File: config.mk
export PLATFORM = sky130hd
export DESIGN_NAME = lsu
export DESIGN_NICKNAME = d
export VERILOG_FILES = /design/src/rtl/lsu.sv
export SDC_FILE = /design/constraint.sdc
export NUM_CORES = 1
export LEC_CHECK = 0
export BUFFER_PORTS_ARGS = -buffer_cell sky130_fd_sc_hd__buf_2
export CAP_MARGIN = 20
export CORE_UTILIZATION = 44
export DETAILED_ROUTE_END_ITERATION = 16
export PLACE_DENSITY = 0.86
export RECOVER_POWER = 100
export SLEW_MARGIN = 0
export SYNTH_ARGS = -nofsm -noshare
export SYNTH_HDL_FRONTEND = slang
export SYNTH_SLANG_ARGS = --single-unit
File: constraint.sdc
create_clock -name clk -period 3 [get_ports clk]
set_input_delay 0.6 -clock clk [delete_from_list [all_inputs] [get_ports clk]]
set_output_delay 0.6 -clock clk [all_outputs]
set_load 0.05 [all_outputs]
File: src/rtl/lsu.sv
`timescale 1ns/1ps
`default_nettype none
// ============================================================================
//  Module   : lsu
//  Purpose  : Load/store unit behind the execute stage. Checks alignment,
//             steers store bytes onto the four bus lanes, runs a valid/ready
//             request followed by a response wait with timeout, and returns
//             extended load data to the register file.
//  Ports    : clk, rst_n          - clock, async active-low reset
//             inst                - instruction (funct3 = [14:12], rd = [11:7])
//             mem_read_*          - load request from execute
//             mem_write_*         - store request from execute
//             bus_req_*/bus_addr/bus_we/bus_wstrb/bus_wdata - bus request
//             bus_resp_valid/bus_rdata                      - bus response
//             stall               - hold upstream stages
//             regs_write_*        - load writeback pulse
//             misaligned          - pulse, access dropped
//             bus_error           - pulse, response timeout
//  Revision : 1.0 - initial release
// ============================================================================
module lsu #(
  parameter int XLEN    = 32,
  parameter int TIMEOUT = 16
) (
  input  logic            clk,
  input  logic            rst_n,
  input  logic [XLEN-1:0] inst,
  input  logic            mem_read_en,
  input  logic [XLEN-1:0] mem_read_addr,
  input  logic            mem_write_en,
  input  logic [XLEN-1:0] mem_write_addr,
  input  logic [XLEN-1:0] mem_write_data,
  output logic            bus_req_valid,
  input  logic            bus_req_ready,
  output logic [XLEN-1:0] bus_addr,
  output logic            bus_we,
  output logic [3:0]      bus_wstrb,
  output logic [XLEN-1:0] bus_wdata,
  input  logic            bus_resp_valid,
  input  logic [XLEN-1:0] bus_rdata,
  output logic            stall,
  output logic            regs_write_en,
  output logic [4:0]      regs_write_addr,
  output logic [XLEN-1:0] regs_write_data,
  output logic            misaligned,
  output logic            bus_error
);

  localparam logic [1:0] S_IDLE = 2'd0;
  localparam logic [1:0] S_REQ  = 2'd1;
  localparam logic [1:0] S_WAIT = 2'd2;
  localparam int         CW     = $clog2(TIMEOUT + 1);
  localparam logic [CW-1:0] C_CNT_LAST = CW'(TIMEOUT - 1);

  logic [1:0]      r_state;
  logic [XLEN-1:0] r_addr;
  logic            r_we;
  logic [2:0]      r_funct3;
  logic [4:0]      r_rd;
  logic [XLEN-1:0] r_wdata;
  logic [3:0]      r_wstrb;
  logic [CW-1:0]   r_cnt;
  logic            r_misaligned;
  logic            r_bus_error;
  logic            r_wb_en;
  logic [4:0]      r_wb_addr;
  logic [XLEN-1:0] r_wb_data;

  logic [2:0]      w_funct3;
  logic [4:0]      w_rd;
  logic [XLEN-1:0] w_addr;
  logic [1:0]      w_off;
  logic            w_accept;
  logic            w_size_byte;
  logic            w_size_half;
  logic            w_misalign;
  logic [3:0]      w_wstrb;
  logic [XLEN-1:0] w_wdata;
  logic [7:0]      w_lbyte;
  logic [15:0]     w_lhalf;
  logic            w_sext;
  logic [XLEN-1:0] w_load_val;
  logic            w_resp;
  logic            w_timeout;

  // Bits of the instruction word this unit does not decode.
  logic w_unused_bits;
  assign w_unused_bits = &{1'b0, inst[XLEN-1:15], inst[6:0]};

  assign w_funct3 = inst[14:12];
  assign w_rd     = inst[11:7];
  // A store has priority over a simultaneous load.
  assign w_addr   = mem_write_en ? mem_write_addr : mem_read_addr;
  assign w_off    = w_addr[1:0];
  assign w_accept = (r_state == S_IDLE) && (mem_write_en || mem_read_en);

  // Stores only know SB/SH/SW; loads also have the unsigned byte/half
  // forms (funct3[2] set). Everything else is treated as a word access.
  always_comb begin
    w_size_byte = 1'b0;
    w_size_half = 1'b0;
    if (mem_write_en) begin
      w_size_byte = (w_funct3 == 3'b000);
      w_size_half = (w_funct3 == 3'b001);
    end else begin
      w_size_byte = (w_funct3[1:0] == 2'b00);
      w_size_half = (w_funct3[1:0] == 2'b01);
    end
  end

  assign w_misalign = w_size_half ? w_off[0] : (!w_size_byte && (w_off != 2'b00));

  always_comb begin
    w_wstrb = 4'b1111;
    w_wdata = mem_write_data;
    if (w_size_byte) begin
      w_wstrb = 4'b0001 << w_off;
      w_wdata = {(XLEN/8){mem_write_data[7:0]}};
    end else if (w_size_half) begin
      w_wstrb = 4'b0011 << w_off;
      w_wdata = {(XLEN/16){mem_write_data[15:0]}};
    end
  end

  // Load extraction from the registered byte offset of the access.
  assign w_lbyte = bus_rdata[{r_addr[1:0], 3'b000} +: 8];
  assign w_lhalf = bus_rdata[{r_addr[1], 4'b0000} +: 16];
  assign w_sext  = ~r_funct3[2];

  always_comb begin
    w_load_val = bus_rdata;
    if (r_funct3[1:0] == 2'b00)
      w_load_val = {{(XLEN-8){w_sext & w_lbyte[7]}}, w_lbyte};
    else if (r_funct3[1:0] == 2'b01)
      w_load_val = {{(XLEN-16){w_sext & w_lhalf[15]}}, w_lhalf};
  end

  // The counter holds the number of completed WAIT cycles, so the
  // TIMEOUT-th WAIT cycle is the one where it equals TIMEOUT-1.
  assign w_resp    = (r_state == S_WAIT) && bus_resp_valid;
  assign w_timeout = (r_state == S_WAIT) && !bus_resp_valid && (r_cnt == C_CNT_LAST);

  assign bus_req_valid   = (r_state == S_REQ);
  assign bus_addr        = bus_req_valid ? {r_addr[XLEN-1:2], 2'b00} : '0;
  assign bus_we          = bus_req_valid & r_we;
  assign bus_wstrb       = bus_req_valid ? r_wstrb : 4'b0000;
  assign bus_wdata       = bus_req_valid ? r_wdata : '0;
  assign stall           = (w_accept && !w_misalign) || (r_state == S_REQ) ||
                           ((r_state == S_WAIT) && !w_resp && !w_timeout);
  assign regs_write_en   = r_wb_en;
  assign regs_write_addr = r_wb_addr;
  assign regs_write_data = r_wb_data;
  assign misaligned      = r_misaligned;
  assign bus_error       = r_bus_error;

  always_ff @(posedge clk or negedge rst_n) begin
    if (!rst_n) begin
      r_state      <= S_IDLE;
      r_addr       <= '0;
      r_we         <= 1'b0;
      r_funct3     <= 3'b000;
      r_rd         <= 5'd0;
      r_wdata      <= '0;
      r_wstrb      <= 4'b0000;
      r_cnt        <= '0;
      r_misaligned <= 1'b0;
      r_bus_error  <= 1'b0;
      r_wb_en      <= 1'b0;
      r_wb_addr    <= 5'd0;
      r_wb_data    <= '0;
    end else begin
      r_misaligned <= 1'b0;
      r_bus_error  <= 1'b0;
      r_wb_en      <= 1'b0;
      r_wb_addr    <= 5'd0;
      r_wb_data    <= '0;
      case (r_state)
        S_IDLE: begin
          if (w_accept) begin
            if (w_misalign) begin
              r_misaligned <= 1'b1;
            end else begin
              r_addr   <= w_addr;
              r_we     <= mem_write_en;
              r_funct3 <= w_funct3;
              r_rd     <= w_rd;
              r_wstrb  <= mem_write_en ? w_wstrb : 4'b0000;
              r_wdata  <= mem_write_en ? w_wdata : '0;
              r_state  <= S_REQ;
            end
          end
        end
        S_REQ: begin
          if (bus_req_ready) begin
            r_cnt   <= '0;
            r_state <= S_WAIT;
          end
        end
        S_WAIT: begin
          r_cnt <= r_cnt + CW'(1);
          if (w_resp) begin
            r_state <= S_IDLE;
            if (!r_we && (r_rd != 5'd0)) begin
              r_wb_en   <= 1'b1;
              r_wb_addr <= r_rd;
              r_wb_data <= w_load_val;
            end
          end else if (w_timeout) begin
            r_bus_error <= 1'b1;
            r_state     <= S_IDLE;
          end
        end
        default: r_state <= S_IDLE;
      endcase
    end
  end

endmodule
`default_nettype wire
* After elaboration in Yosys (flattened, before gate mapping)
Cells that the tools add are included.
Storage, ports and cells: register bits 124, input bits 166, output and inout port bits 111, logic and storage cells 99
Operators by class: add/sub/neg operators 1, equal/unequal tests 10, shifts and indexed selects 4, mux-type cells 38, bitwise gates (word level) 5, reduce and logical (&&, ||, !) cells 28
Operator list (number):
- $mux 32 | 11
- $shiftx 32x6->16 | 1
- $shiftx 32x6->8 | 1
- $mux 5 | 4
- $mux 4 | 4
- $mux 1 | 12
- $mux 2 | 5
- $pmux 5 s2 | 1
- $logic_and 1x1->1 | 9
- $eq 2x1->1 const B | 3
- $logic_not 1->1 | 6
- $logic_not 2->1 | 3
- $pmux 2 s3 | 1
- $add 5x1->5 const B | 1
- $eq 5x4->1 const B | 1
- $reduce_bool 5->1 | 1
- $ne 2x2->1 const B | 2
- $reduce_and 4->1 | 1
- $reduce_bool 2->1 | 2
- $shl 1x2->4 const A | 1
- $shl 2x2->4 const A | 1
- $and 1x1->1 | 3
- $eq 3x1->1 const B | 1
- $logic_not 3->1 | 1
- other kinds (7) | 10

* Longest topological paths before layout
Gate-level depths: netlist (run 1).
word-level depth 9, mapped depth 10

* Worst setup path before layout (run 1)
No wires, ideal clock.
path kind input-to-output, start input mem_write_en, end output stall, data arrival time 2.795 ns, data required time 2.400 ns, path slack -0.395 ns, cell stages on the path 9, path buffers 3, path through buf_2 > buf_1 > mux2_2 > inv_1 > ha_1 > o32ai_1 > nor4_4 > buf_2 > or3_1
Between the ends: longest elaborated chain between the ends 8
RTL lines:
- start, declared | RTL line 30 | input logic mem_write_en,
- $mux 32 | RTL line 93 | assign w_addr = mem_write_en ? mem_write_addr : mem_read_addr;
- named net w_addr[1] | RTL line 71 | logic [XLEN-1:0] w_addr;
- $reduce_bool 2->1 | RTL line 111 | assign w_misalign = w_size_half ? w_off[0] : (!w_size_byte && (w_off != 2'b00));
- $logic_and 1x1->1 | RTL line 111
- $mux 1 | RTL line 111
- $logic_not 1->1 | RTL line 148 | assign stall = (w_accept && !w_misalign) || (r_state == S_REQ) ||
- $logic_and 1x1->1 | RTL line 148
- $logic_or 1x1->1 (2 in a row) | RTL line 148
- end, declared | RTL line 41 | output logic stall,
The timed path passes the listed nets, and every way through them passes these cells.

* Final worst setup path (run 1)
Ends and elaborated chain as after synthesis.

==> impl_results.rst, run 1 <==
.. list-table::
   :header-rows: 1

   * - Metric
     - Value
   * - RSZ-0062 raised after global routing
     - false
   * - Most common flop cell mapped by yosys
     - dfrtp_1
   * - Mapped Avg Cell Area
     - around 11 µm²
   * - Number of instances in the synthesized netlist
     - roughly 610
   * - Wire length of the first global-routing pass
     - 27400 µm
   * - Beginning of the critical path
     - mem_write_en
   * - Share of power burned in combinational logic
     - 44.6%
   * - Clock latency reported for the late side of the worst-skew pair
     - 0.41 ns
   * - Pwr dens
     - 994.4 nW/µm²
   * - Fraction of layout instances using a drive strength above 1
     - 32.60%
   * - Post-Synthesis Cell Area
     - 6474 µm²
   * - Top cell type's share of synthesized area
     - 47.93%
   * - Total I/O pin count
     - 277
   * - Crit path capture type
     - output pin
   * - Average detailed-routed wire length per instance
     - 16.94 µm
   * - Maximum operating frequency
     - 0.3430 GHz
   * - Reg-to-reg slack, setup
     - around 0.49 ns
   * - Final worst path period share
     - between 90% and 100%
   * - Number of antenna violations at the first check in global routing
     - 4
   * - H-tree Lvls
     - 4
   * - GRT Util Overall
     - 24.06%
   * - Clock root buffer master
     - clkbuf_16
   * - Count of warnings emitted by yosys
     - 0
   * - Number of clock sinks
     - 124
   * - Post-layout net count
     - approximately 1k
   * - Transition time of the tightest slew-check pin
     - 1.249 ns
   * - Data required, critical path
     - 2.40 ns
   * - Routed vias
     - 5548
   * - Final core occ
     - 58.94%
   * - Leakage power summed over all cells
     - 3.961 nW
   * - Number of setup buffers added after CTS
     - 0
   * - Clock transition at path regs
     - about 0.050 ns
   * - Post-synth EDFFs
     - 0
   * - Minimum clock period after layout
     - around 2.9 ns
   * - Mux cell area share after synthesis
     - about 23%
   * - Floorplan die area
     - 15200 µm²
   * - TritonCTS Buffers
     - 17
   * - Number of buffers inserted for hold repair after clock tree synthesis
     - 0
   * - R2r startpoint
     - r_funct3[1]
   * - Power Internal
     - 0.004666 W
   * - Sum of net half-perimeters after detailed placement
     - ~13000 µm
   * - Largest family of logic cells by synthesized area
     - multiplexers
   * - Total of buffers placed on input and output ports
     - 250
   * - VDD IR-drop max
     - approximately 580 µV
   * - Via count of the first global-routing pass
     - 5494
   * - Worst R2R Path Depth
     - 4
   * - Aggregate routed wire length
     - 17770 µm
   * - TritonCTS clock tree
     - done
   * - Pin count of the biggest net entering global routing
     - 51
   * - Cell taking the most area after synthesis
     - dfrtp_1
   * - Max-slew violation count
     - 0
   * - Critical path endpoint
     - stall
   * - Largest fanout of any net on the critical path
     - 5
   * - CTS Buffer Depth
     - 2
   * - Async SR Flop Fraction
     - 100.0%
   * - Switching fraction of total power
     - 43.52%
   * - Cell breakdown of the critical path
     - buf_2 > mux2_2 > inv_1 > ha_1 > o32ai_1 > clkbuf_1 > nor4_4 > or3_4 > buf_2
   * - Worst Hold Class
     - primary input to register
   * - Number of cells on the worst hold path
     - 2
   * - Final worst clock skew
     - 0.009300 ns
   * - Initial standard-cell utilization of the core
     - 45.93%
   * - Die width
     - 123.3 µm
   * - Area share of fa/ha/maj cells after synthesis
     - ~1.2%
   * - Complex-gate fraction of the synthesized area
     - 8.079%
   * - Placer Congestion
     - 0.9073
   * - First-iteration detailed-routing DRC count
     - about 430
   * - Worst r2r dst
     - regs_write_data[24]
   * - Cts repair resizes
     - 0
   * - Slowest stage delay, CP
     - 0.38 ns
   * - Antenna-violating nets left
     - 0
   * - Run status
     - complete, no violations
   * - CP arrival
     - ~2.3 ns
   * - Number of cell rows
     - 43
   * - Height of the die
     - 123.3 µm
   * - Number of search-and-repair iterations in the first detailed-routing pass
     - 5
   * - Max transition margin
     - between 15 and 20%
   * - Type of the worst setup path
     - primary input to output pin
   * - Share of the yosys chip area belonging to registers
     - 47.93%
   * - CP max-delay cell
     - or3_4
   * - Xor-xnor portion of the synthesized cell area
     - 0.1353%
   * - Remaining DRCs
     - 0
   * - Startpoint type of the worst setup path
     - primary input
   * - Core Area
     - 14100 µm²
   * - Relative contribution of sequential cells to total power
     - 32.2%
   * - Global-route congestion overflow total
     - 0
   * - Drt via density
     - between 5 and 6
   * - Clock share of power
     - 23.2%
   * - Final-report hold violation count
     - 0
   * - Signed area change from the synthesized netlist to the final layout
     - 28.33%
   * - Count of unique library cells instantiated by Yosys
     - 42
   * - FF+latch count, synth
     - 124
   * - Setup TNS
     - 0 ns
   * - Net Sw Power
     - 0.003595 W
   * - Synth Area in Simple Gates
     - 14.30%
   * - Final count of negative-setup-slack endpoints
     - 0
   * - Max-cap violation count
     - 0
   * - Synth area leaders
     - dfrtp_1 48%, mux2_2 15%, and2_1 5.5%
   * - Most numerous cell on the critical path
     - buf_2
## logic make-up (layout without fill, tap and decap cells)
group           Yosys count  in the layout
simple gates            186            186
mux                     127            127
flops                   124            124
buf+inv                  85            336
compound gates           83             83
fa+ha+maj                 6              6
other cells               1              6
xor+xnor                  1              1
## Yosys cell counts (all sizes together) (2+ instances only)
master,n
mux4,8
mux2i,29
nor3,18
a31oi,8
inv,41
and2,57
a211oi,2
a21oi,43
o22ai,2
dfrtp,124
o211ai,8
nand2,82
clkbuf,27
and3,2
nand2b,3
buf,16
a311oi,10
nor2b,2
o21ai,4
mux2,90
a21o,4
nor2,14
ha,6
## worst min-delay path by stage
stage / startpoint / to / slack, ns
floorplan: rst_n / bus_error / 0.30
detailed placement: r_addr[7] / r_addr[7] / 0.47
global route: bus_resp_valid / bus_error / 0.37
CTS: rst_n / r_wdata[16] / 0.24
finish: bus_resp_valid / bus_error / 0.39
global placement: r_addr[7] / r_addr[7] / 0.46
## layout by cell type (no fill, tap or decap), types with 3 or more instances in the layout
cell type    n
buf_4        7
clkbuf_2     4
clkbuf_16   17
nor2_1      13
a21oi_1     42
nand2b_1     3
mux2i_1     29
a31oi_1      8
clkinv_2     4
and2_1      52
diode_2      4
mux2_2      86
o211ai_1     8
a21o_1       4
clkbuf_1   111
inv_1       41
clkbuf_8     4
dfrtp_1    124
and2_0       5
o21ai_0      3
mux2_1       4
buf_2      141
nand2_1     82
mux4_2       8
nor3_1      18
ha_1         6
a311oi_1    10
## flip-flops by register name (all words and copies together), names as in the netlist
signal and count:
r_funct3 3, regs_write_addr 5, r_state 2, r_wstrb 4
r_cnt 5, bus_error 1, r_rd 5, regs_write_en 1
misaligned 1, regs_write_data 32, r_addr 32, r_we 1
r_wdata 32
## critical path, delay by kind of cell
kind,cells,cell delay (ns)
fa+ha+maj,1,0.20
buf+inv,4,0.68
mux,1,0.26
simple gates,2,0.44
compound gates,1,0.14
## final cells by class
| class | instances | area, µm² |
|---|---|---|
| Fill cell | 1261 | 5788 |
| Sequential cell | 124 | 3103 |
| Multi-Input combinational cell | 405 | 3037 |
| Timing Repair Buffer | 264 | 1222 |
| Clock buffer | 23 | 488.0 |
| Tap cell | 180 | 225.2 |
| Inverter | 42 | 157.7 |
| Clock inverter | 7 | 65.06 |
| Antenna cell | 4 | 10.01 |
## through the flow
step                      setup slack, ns  total power [W]  hold WS (ns)  area [µm²]  instances
final                             0.08474         0.008261        0.3867        8308       1049
after global routing              0.04244         0.008692        0.3674        8303       1047
after CTS                          0.1312         0.008414        0.2393        8484       1045
after detailed placement           0.1029         0.006475        0.4665        7931       1015
after global placement             0.1569         0.006364        0.4590        7931       1015
after floorplan                   0.03718         0.005533        0.3044        6489        614
## layer usage
layer / global-route usage (%) / vias to the layer above / part of all wire (%)
li1: - / 2574 / -
met1: 29.34 / 2659 / 40
met2: 39.21 / 261 / 49
met3: 6.181 / 54 / 7.1
met4: 12.50 / 0 / 3.4
met5: 0 / - / 0
## power by group through the flow
stage	Combinational (W)	Clock [W]	Sequential, W
after floorplan	0.00287	0	0.00266
after global placement	0.00372	0	0.00264
after detailed placement	0.00379	0	0.00268
after CTS	0.00381	0.00194	0.00266
after global routing	0.00392	0.00202	0.00275
final	0.00369	0.00191	0.00266
Note: power is estimated with default switching activity, not from simulation.
==> inputs of run 2 (changes only) <==
--- a/config.mk
+++ b/config.mk
@@ -5,6 +5,7 @@
 export SDC_FILE = /design/constraint.sdc
 export NUM_CORES = 1
 export LEC_CHECK = 0
+export ABC_CLOCK_PERIOD_IN_PS = 3000
 export BUFFER_PORTS_ARGS = -buffer_cell sky130_fd_sc_hd__buf_2
 export CAP_MARGIN = 20
 export CORE_UTILIZATION = 44
==> constraint.sdc (replaced) <==
create_clock -name clk -period 3 [get_ports clk]
set_input_delay 0.6 -clock clk [delete_from_list [all_inputs] [get_ports clk]]
set_output_delay 0.6 -clock clk [all_outputs]
set_load 0.02 [all_outputs]
==> run 2 against run 1 <==
Against the previous run: the flow now finishes with violations (max-capacitance violations, max-slew violations); clock-buffer cell count down 2; die area did not move; non-clock buffer count stayed put; sequential share of layout area shrank 0.41 points; clock power is 9.9% higher; register-to-register slack better by 0.19 ns; critical path depth did not move; critical endpoint unchanged.
==> impl_results.rst, run 2 (same netlist as run 1, synthesis figures left out) <==
.. list-table::
   :header-rows: 1

   * - Metric
     - Value
   * - Placer Congestion
     - 0.8707 (was 0.9073)
   * - Routed vias
     - 5562 (was 5548)
   * - Commonest cells after routing, fill and taps aside
     - 155 x buf_2, 124 x dfrtp_1, 92 x clkbuf_1, 85 x mux2_2, 82 x nand2_1 (was 141 x buf_2, 124 x dfrtp_1, 111 x clkbuf_1, 86 x mux2_2, 82 x nand2_1)
   * - Number of cell rows
     - 43 (unchanged)
   * - VDD IR-drop max
     - 505.7 µV (was 582.7 µV)
   * - Data required, critical path
     - 2.40 ns (about the same)
   * - Worst hold margin
     - 0.3748 ns (was 0.3867 ns)
   * - Final-report hold violation count
     - 0 (unchanged)
   * - H-tree Lvls
     - 4 (unchanged)
   * - Type of the worst setup path
     - primary input to output pin (unchanged)
   * - TritonCTS Buffers
     - 17 (unchanged)
   * - Worst Hold Class
     - primary input to register (unchanged)
   * - CTS Buffer Depth
     - 2 (unchanged)
   * - Slowest stage delay, CP
     - 0.40 ns (was 0.38 ns)
   * - Fraction of layout instances using a drive strength above 1
     - 34.76% (was 32.60%)
   * - Number of search-and-repair iterations in the first detailed-routing pass
     - 5 (unchanged)
   * - Run status
     - complete, but fails checks (was complete, no violations)
   * - Via count of the first global-routing pass
     - 5403 (was 5494)
   * - Pin count of the biggest net entering global routing
     - 74 (was 51)
   * - Die width
     - 123.3 µm (unchanged)
   * - Sum of net half-perimeters after detailed placement
     - 12620 µm (was 12700 µm)
   * - TritonCTS clock tree
     - done (unchanged)
   * - CP max-delay cell
     - mux2_1 (was or3_4)
   * - Cts repair resizes
     - 0 (unchanged)
   * - Number of clock sinks
     - 124 (unchanged)
   * - Clock latency reported for the late side of the worst-skew pair
     - 0.42 ns (was 0.41 ns)
   * - Final worst path period share
     - 94.24% (was 97.18%)
   * - Transition time of the tightest slew-check pin
     - 1.874 ns (was 1.249 ns)
   * - Largest fanout of any net on the critical path
     - 7 (was 5)
   * - GRT Util Overall
     - 23.43% (was 24.06%)
   * - RSZ-0062 raised after global routing
     - false (unchanged)
   * - Height of the die
     - 123.3 µm (unchanged)
   * - Setup TNS
     - 0 ns (unchanged)
   * - CP arrival
     - 2.23 ns (was 2.32 ns)
   * - Cell breakdown of the critical path
     - buf_2 > mux2_1 > inv_1 > ha_1 > o32ai_1 > buf_4 > nor4_4 > or3_1 > clkbuf_2 (was buf_2 > mux2_2 > inv_1 > ha_1 > o32ai_1 > clkbuf_1 > nor4_4 > or3_4 > buf_2)
   * - Most common cell after layout, fill and taps aside
     - buf_2 (unchanged)
   * - Pre-CTS setup slack
     - -0.03972 ns (was 0.1029 ns)
   * - Startpoint type of the worst setup path
     - primary input (unchanged)
   * - Number of setup buffers added after CTS
     - 0 (unchanged)
   * - Maximum operating frequency
     - 0.3537 GHz (was 0.3430 GHz)
   * - Post-layout net count
     - 1026 (unchanged)
   * - Clock transition at path regs
     - 0.05 ns (about the same)
   * - Max-slew violation count
     - 36 (was 0)
   * - Global-route congestion overflow total
     - 0 (unchanged)
   * - Max transition margin
     - -24.96% (was 16.70%)
   * - Average detailed-routed wire length per instance
     - 16.71 µm (was 16.94 µm)
   * - Total of buffers placed on input and output ports
     - 250 (unchanged)
   * - Pwr dens
     - 907.2 nW/µm² (was 994.4 nW/µm²)
   * - Total I/O pin count
     - 277 (unchanged)
   * - Final core occ
     - 59.60% (was 58.94%)
   * - Floorplan die area
     - 15200 µm² (unchanged)
   * - Remaining DRCs
     - 0 (unchanged)
   * - Signed area change from the synthesized netlist to the final layout
     - 29.76% (was 28.33%)
   * - Number of buffers inserted for hold repair after clock tree synthesis
     - 0 (unchanged)
   * - Number of antenna violations at the first check in global routing
     - 2 (was 4)
   * - Clock root buffer master
     - clkbuf_16 (unchanged)
   * - Smallest setup slack after layout
     - 0.1728 ns (was 0.08474 ns)
   * - Minimum clock period after layout
     - 2.827 ns (was 2.915 ns)
   * - Drt via density
     - 5.302 (was 5.289)
   * - Aggregate routed wire length
     - 17530 µm (was 17770 µm)
   * - Leakage power summed over all cells
     - 4.048 nW (was 3.961 nW)
   * - Final count of negative-setup-slack endpoints
     - 0 (unchanged)
   * - Max-cap violation count
     - 1 (was 0)
   * - First-iteration detailed-routing DRC count
     - 452 (was 427)
   * - Core Area
     - 14100 µm² (unchanged)
   * - Antenna-violating nets left
     - 0 (unchanged)
   * - Violated checks
     - max-capacitance violations, max-slew violations
   * - Wire length of the first global-routing pass
     - 26780 µm (was 27400 µm)
   * - Final worst clock skew
     - 0.007301 ns (was 0.009300 ns)
   * - Initial standard-cell utilization of the core
     - 45.93% (unchanged)
   * - Crit path capture type
     - output pin (unchanged)
==> run 2: cell types whose count changed in the layout (fill, tap and decap cells not counted), moves of 2 or more <==
cell,change
and2_0,+13
and2_1,-13
buf_2,+14
buf_4,+3
bufinv_16,+2
clkbuf_1,-19
clkinv_2,-2
clkinv_4,+2
==> run 2: final timing paths <==
kind / start / to / slack [ns] / cells after the start
setup reg to reg: r_state[1] / regs_write_data[20] / 0.68 / 6
max in group asynchronous: rst_n / r_wdata[17] / 0.54 / 2
setup / recovery: mem_write_en / stall / 0.17 / 9
hold reg to reg: r_addr[9] / r_addr[9] / 0.48 / 1
hold / removal: bus_resp_valid / bus_error / 0.37 / 2
min in group asynchronous: rst_n / r_addr[3] / 0.69 / 1
==> run 2: cell type report <==
cell class / instances / area (µm²)
multi-input cells: 405 / 3032
repair buffers: 264 / 1265
clock inverters: 10 / 140.1
well taps: 180 / 225.2
flip-flops and latches: 124 / 3103
clock buffers: 21 / 470.5
inverters: 42 / 157.7
fillers: 1211 / 5695
diodes: 3 / 7.507
==> run 2: through the flow <==
stage                     area, µm²  power [W]  cells
final                          8401   0.007621   1049
after global routing           8396   0.008074   1047
after CTS                      8537   0.007762   1046
after detailed placement       7926   0.005626   1015
after global placement         7926   0.005514   1015
after floorplan                6484   0.004687    614
==> run 2: critical path: cells and delay by family <==
kind / cells / cell delay [ns]
buffers and inverters: 4 / 0.66
muxes: 1 / 0.40
and+or+nand+nor: 2 / 0.30
adders and majority gates: 1 / 0.18
AOI/OAI and AO/OA: 1 / 0.08
==> run 2: power by group <==
| part | internal [W] | switching (W) |
|---|---|---|
| registers | 0.00226 | 0.000380 |
| clock network | 0.00137 | 0.000733 |
| logic | 0.00121 | 0.00167 |
| total | 0.00484 | 0.00278 |
==> run 2: per-layer routing <==
layer  wire length, µm  share of wire [%]  track usage (%)  vias up
met1              7118                 41            30.03     2672
li1                  -                  -                -     2583
met3              1385                7.9            6.780       34
met2              8579                 49            36.84      273
met4               445                2.5            10.17        0
met5                 0                  0                0        -
==> inputs of run 3 (changes only) <==
==> constraint.sdc (replaced) <==
create_clock -name clk -period 3 [get_ports clk]
set_input_delay 0.6 -clock clk [delete_from_list [all_inputs] [get_ports clk]]
set_output_delay 0.6 -clock clk [all_outputs]
set_load 0.01 [all_outputs]
==> run 3 against run 2 <==
Against the previous run: the run still ends with max-capacitance violations, max-slew violations left; setup slack improved by 0.015 ns; first-iteration DRC count fell by 13%; worst hold slack improved by 0.011 ns; register-to-register slack got worse by 0.45 ns; sequential share of layout area barely moved; non-clock buffer count grew 2; sequential cell count is the same; routed wire length grew 0.93%; critical path depth stayed put; via count down 0.23%; die area did not move; critical endpoint unchanged.
==> impl_results.rst, run 3 (same netlist as run 1, synthesis figures left out) <==
.. list-table::
   :header-rows: 1

   * - Metric
     - Value
   * - Minimum clock period after layout
     - 2.812 ns (was 2.827 ns)
   * - Data required, critical path
     - 2.40 ns (about the same)
   * - Pin count of the biggest net entering global routing
     - 79 (was 74)
   * - Average detailed-routed wire length per instance
     - 16.85 µm (was 16.71 µm)
   * - Core Area
     - 14100 µm² (unchanged)
   * - Clock root buffer master
     - clkbuf_16 (unchanged)
   * - Critical path endpoint
     - stall (unchanged)
   * - Number of clock sinks
     - 124 (unchanged)
   * - Placer Congestion
     - 0.9170 (was 0.8707)
   * - Clock latency reported for the late side of the worst-skew pair
     - 0.42 ns (about the same)
   * - Startpoint type of the worst setup path
     - primary input (unchanged)
   * - Cell breakdown of the critical path
     - buf_2 > mux2_1 > inv_1 > ha_1 > o32ai_1 > clkbuf_1 > nor4_4 > or3_1 > clkbuf_1 (was buf_2 > mux2_1 > inv_1 > ha_1 > o32ai_1 > buf_4 > nor4_4 > or3_1 > clkbuf_2)
   * - H-tree Lvls
     - 4 (unchanged)
   * - Maximum operating frequency
     - 0.3556 GHz (was 0.3537 GHz)
   * - Max-cap violation count
     - 1 (unchanged)
   * - Aggregate routed wire length
     - 17690 µm (was 17530 µm)
   * - Run status
     - complete, but fails checks (unchanged)
   * - TritonCTS clock tree
     - done (unchanged)
   * - Total I/O pin count
     - 277 (unchanged)
   * - Family with the most delay on the worst path
     - buffers and inverters (unchanged)
   * - Post-layout net count
     - 1028 (was 1026)
   * - Final core occ
     - 59.58% (was 59.60%)
   * - VDD IR-drop max
     - 384.5 µV (was 505.7 µV)
   * - Commonest cells after routing, fill and taps aside
     - 162 x buf_2, 124 x dfrtp_1, 95 x clkbuf_1, 85 x mux2_2, 82 x nand2_1 (was 155 x buf_2, 124 x dfrtp_1, 92 x clkbuf_1, 85 x mux2_2, 82 x nand2_1)
   * - Remaining DRCs
     - 0 (unchanged)
   * - Number of antenna violations at the first check in global routing
     - 1 (was 2)
   * - Slowest stage delay, CP
     - 0.37 ns (was 0.40 ns)
   * - Floorplan die area
     - 15200 µm² (unchanged)
   * - Violated checks
     - max-capacitance violations, max-slew violations (unchanged)
   * - Sum of net half-perimeters after detailed placement
     - 12630 µm (was 12620 µm)
   * - Final worst clock skew
     - 0.01496 ns (was 0.007301 ns)
   * - GRT Util Overall
     - 23.81% (was 23.43%)
   * - CTS Buffer Depth
     - 2 (unchanged)
   * - Final-report hold violation count
     - 0 (unchanged)
   * - Number of search-and-repair iterations in the first detailed-routing pass
     - 7 (was 5)
   * - Final worst path period share
     - 93.74% (was 94.24%)
   * - R2r startpoint
     - r_rd[0] (was r_state[1])
   * - Crit path buffers/inverters
     - 4 (unchanged)
   * - Sum of met2 wire segment lengths after detailed routing
     - 8639 µm (was 8579 µm)
   * - Most numerous cell on the critical path
     - clkbuf_1
   * - Beginning of the critical path
     - mem_write_en (unchanged)
   * - Clock transition at path regs
     - 0.06 ns (was 0.05 ns)
   * - Crit path depth
     - 9 (unchanged)
   * - Drt via density
     - 5.285 (was 5.302)
   * - Type of the worst setup path
     - primary input to output pin (unchanged)
   * - Wire length of the first global-routing pass
     - 27150 µm (was 26780 µm)
   * - Fraction of layout instances using a drive strength above 1
     - 34.52% (was 34.76%)
   * - Number of cell rows
     - 43 (unchanged)
   * - Global-route congestion overflow total
     - 0 (unchanged)
   * - Final count of negative-setup-slack endpoints
     - 0 (unchanged)
   * - Worst R2R Path Depth
     - 5 (was 6)
   * - Antenna-violating nets left
     - 0 (unchanged)
   * - Pwr dens
     - 880.7 nW/µm² (was 907.2 nW/µm²)
   * - Instance area after placement
     - 7904 µm² (was 7926 µm²)
   * - CP arrival
     - 2.21 ns (was 2.23 ns)
   * - CP max-delay cell
     - or3_1 (was mux2_1)
   * - Setup TNS
     - 0 ns (unchanged)
   * - First-iteration detailed-routing DRC count
     - 393 (was 452)
   * - Met1 WL
     - 7159 µm (was 7118 µm)
   * - Number of setup buffers added after CTS
     - 0 (unchanged)
   * - Largest fanout of any net on the critical path
     - 3 (was 7)
   * - Routed vias
     - 5549 (was 5562)
   * - Transition time of the tightest slew-check pin
     - 2.007 ns (was 1.874 ns)
   * - Met3 Wirelength
     - 1402 µm (was 1385 µm)
   * - Fin area
     - 8398 µm² (was 8401 µm²)
   * - Crit path capture type
     - output pin (unchanged)
   * - Height of the die
     - 123.3 µm (unchanged)
   * - Number of buffers inserted for hold repair after clock tree synthesis
     - 0 (unchanged)
   * - Worst Hold Class
     - primary input to register (unchanged)
   * - Die width
     - 123.3 µm (unchanged)
   * - Initial standard-cell utilization of the core
     - 45.93% (unchanged)
   * - Most common cell after layout, fill and taps aside
     - buf_2 (unchanged)
   * - Worst r2r dst
     - regs_write_data[31] (was regs_write_data[20])
   * - Cts repair resizes
     - 0 (unchanged)
   * - Signed area change from the synthesized netlist to the final layout
     - 29.73% (was 29.76%)
   * - Total of buffers placed on input and output ports
     - 250 (unchanged)
   * - Reg-to-reg slack, setup
     - 0.23 ns (was 0.68 ns)
   * - Via count of the first global-routing pass
     - 5379 (was 5403)
   * - TritonCTS Buffers
     - 17 (unchanged)
   * - Leakage power summed over all cells
     - 4.055 nW (was 4.048 nW)
   * - Max transition margin
     - -33.78% (was -24.96%)
   * - RSZ-0062 raised after global routing
     - false (unchanged)
   * - Highest metal layer with signal wires
     - met4 (unchanged)
   * - Max-slew violation count
     - 37 (was 36)
## run 3: metal layers
layer | GRT usage, % | vias up
li1 | - | 2577
met2 | 38.16 | 259
met1 | 29.54 | 2671
met4 | 10.54 | 0
met5 | 0 | -
met3 | 7.288 | 42
## run 3: metrics by stage
stage / setup slack [ns] / power, W / hold WS [ns] / instances
floorplan: 0.002642 / 0.004404 / 0.3044 / 614
global placement: 0.2089 / 0.005220 / 0.4595 / 1017
detailed placement: 0.1322 / 0.005316 / 0.4710 / 1017
CTS: 0.2182 / 0.007520 / 0.1555 / 1049
global route: 0.03095 / 0.007834 / 0.3660 / 1049
finish: 0.1879 / 0.007396 / 0.3856 / 1050
## run 3: where the power goes
group | switching [W] | total [W] | internal [W] | leakage (nW)
Sequential | 0.000381 | 0.00264 | 0.00226 | 1.59
Clock | 0.000737 | 0.00217 | 0.00143 | 0.299
Combinational | 0.00139 | 0.00259 | 0.00119 | 2.16
## run 3: area by class of cell
type                       instances  area [µm²]
antenna                            1       2.502
clock buffer                      21       460.4
clock inverter                    11       166.4
fill                            1235        5698
inverter                          42       157.7
multi-input combinational        405        3028
sequential                       124        3103
tap                              180       225.2
timing repair buffer             266        1255
## run 3: worst register-to-register path: cells and delay by family, from the launching register on
| kind | cells | cell delay (ns) |
|---|---|---|
| simple gates | 2 | 1.08 |
| flops | 1 | 0.38 |
| buf+inv | 1 | 0.20 |
| compound gates | 2 | 0.96 |
## run 3: worst min path at each step
stage / startpoint / end / depth (start not counted)
floorplan: rst_n / bus_error / 0
global placement: r_addr[9] / r_addr[9] / 1
detailed placement: r_addr[6] / r_addr[6] / 1
CTS: rst_n / r_wdata[19] / 1
global route: bus_resp_valid / bus_error / 2
finish: bus_resp_valid / bus_error / 2
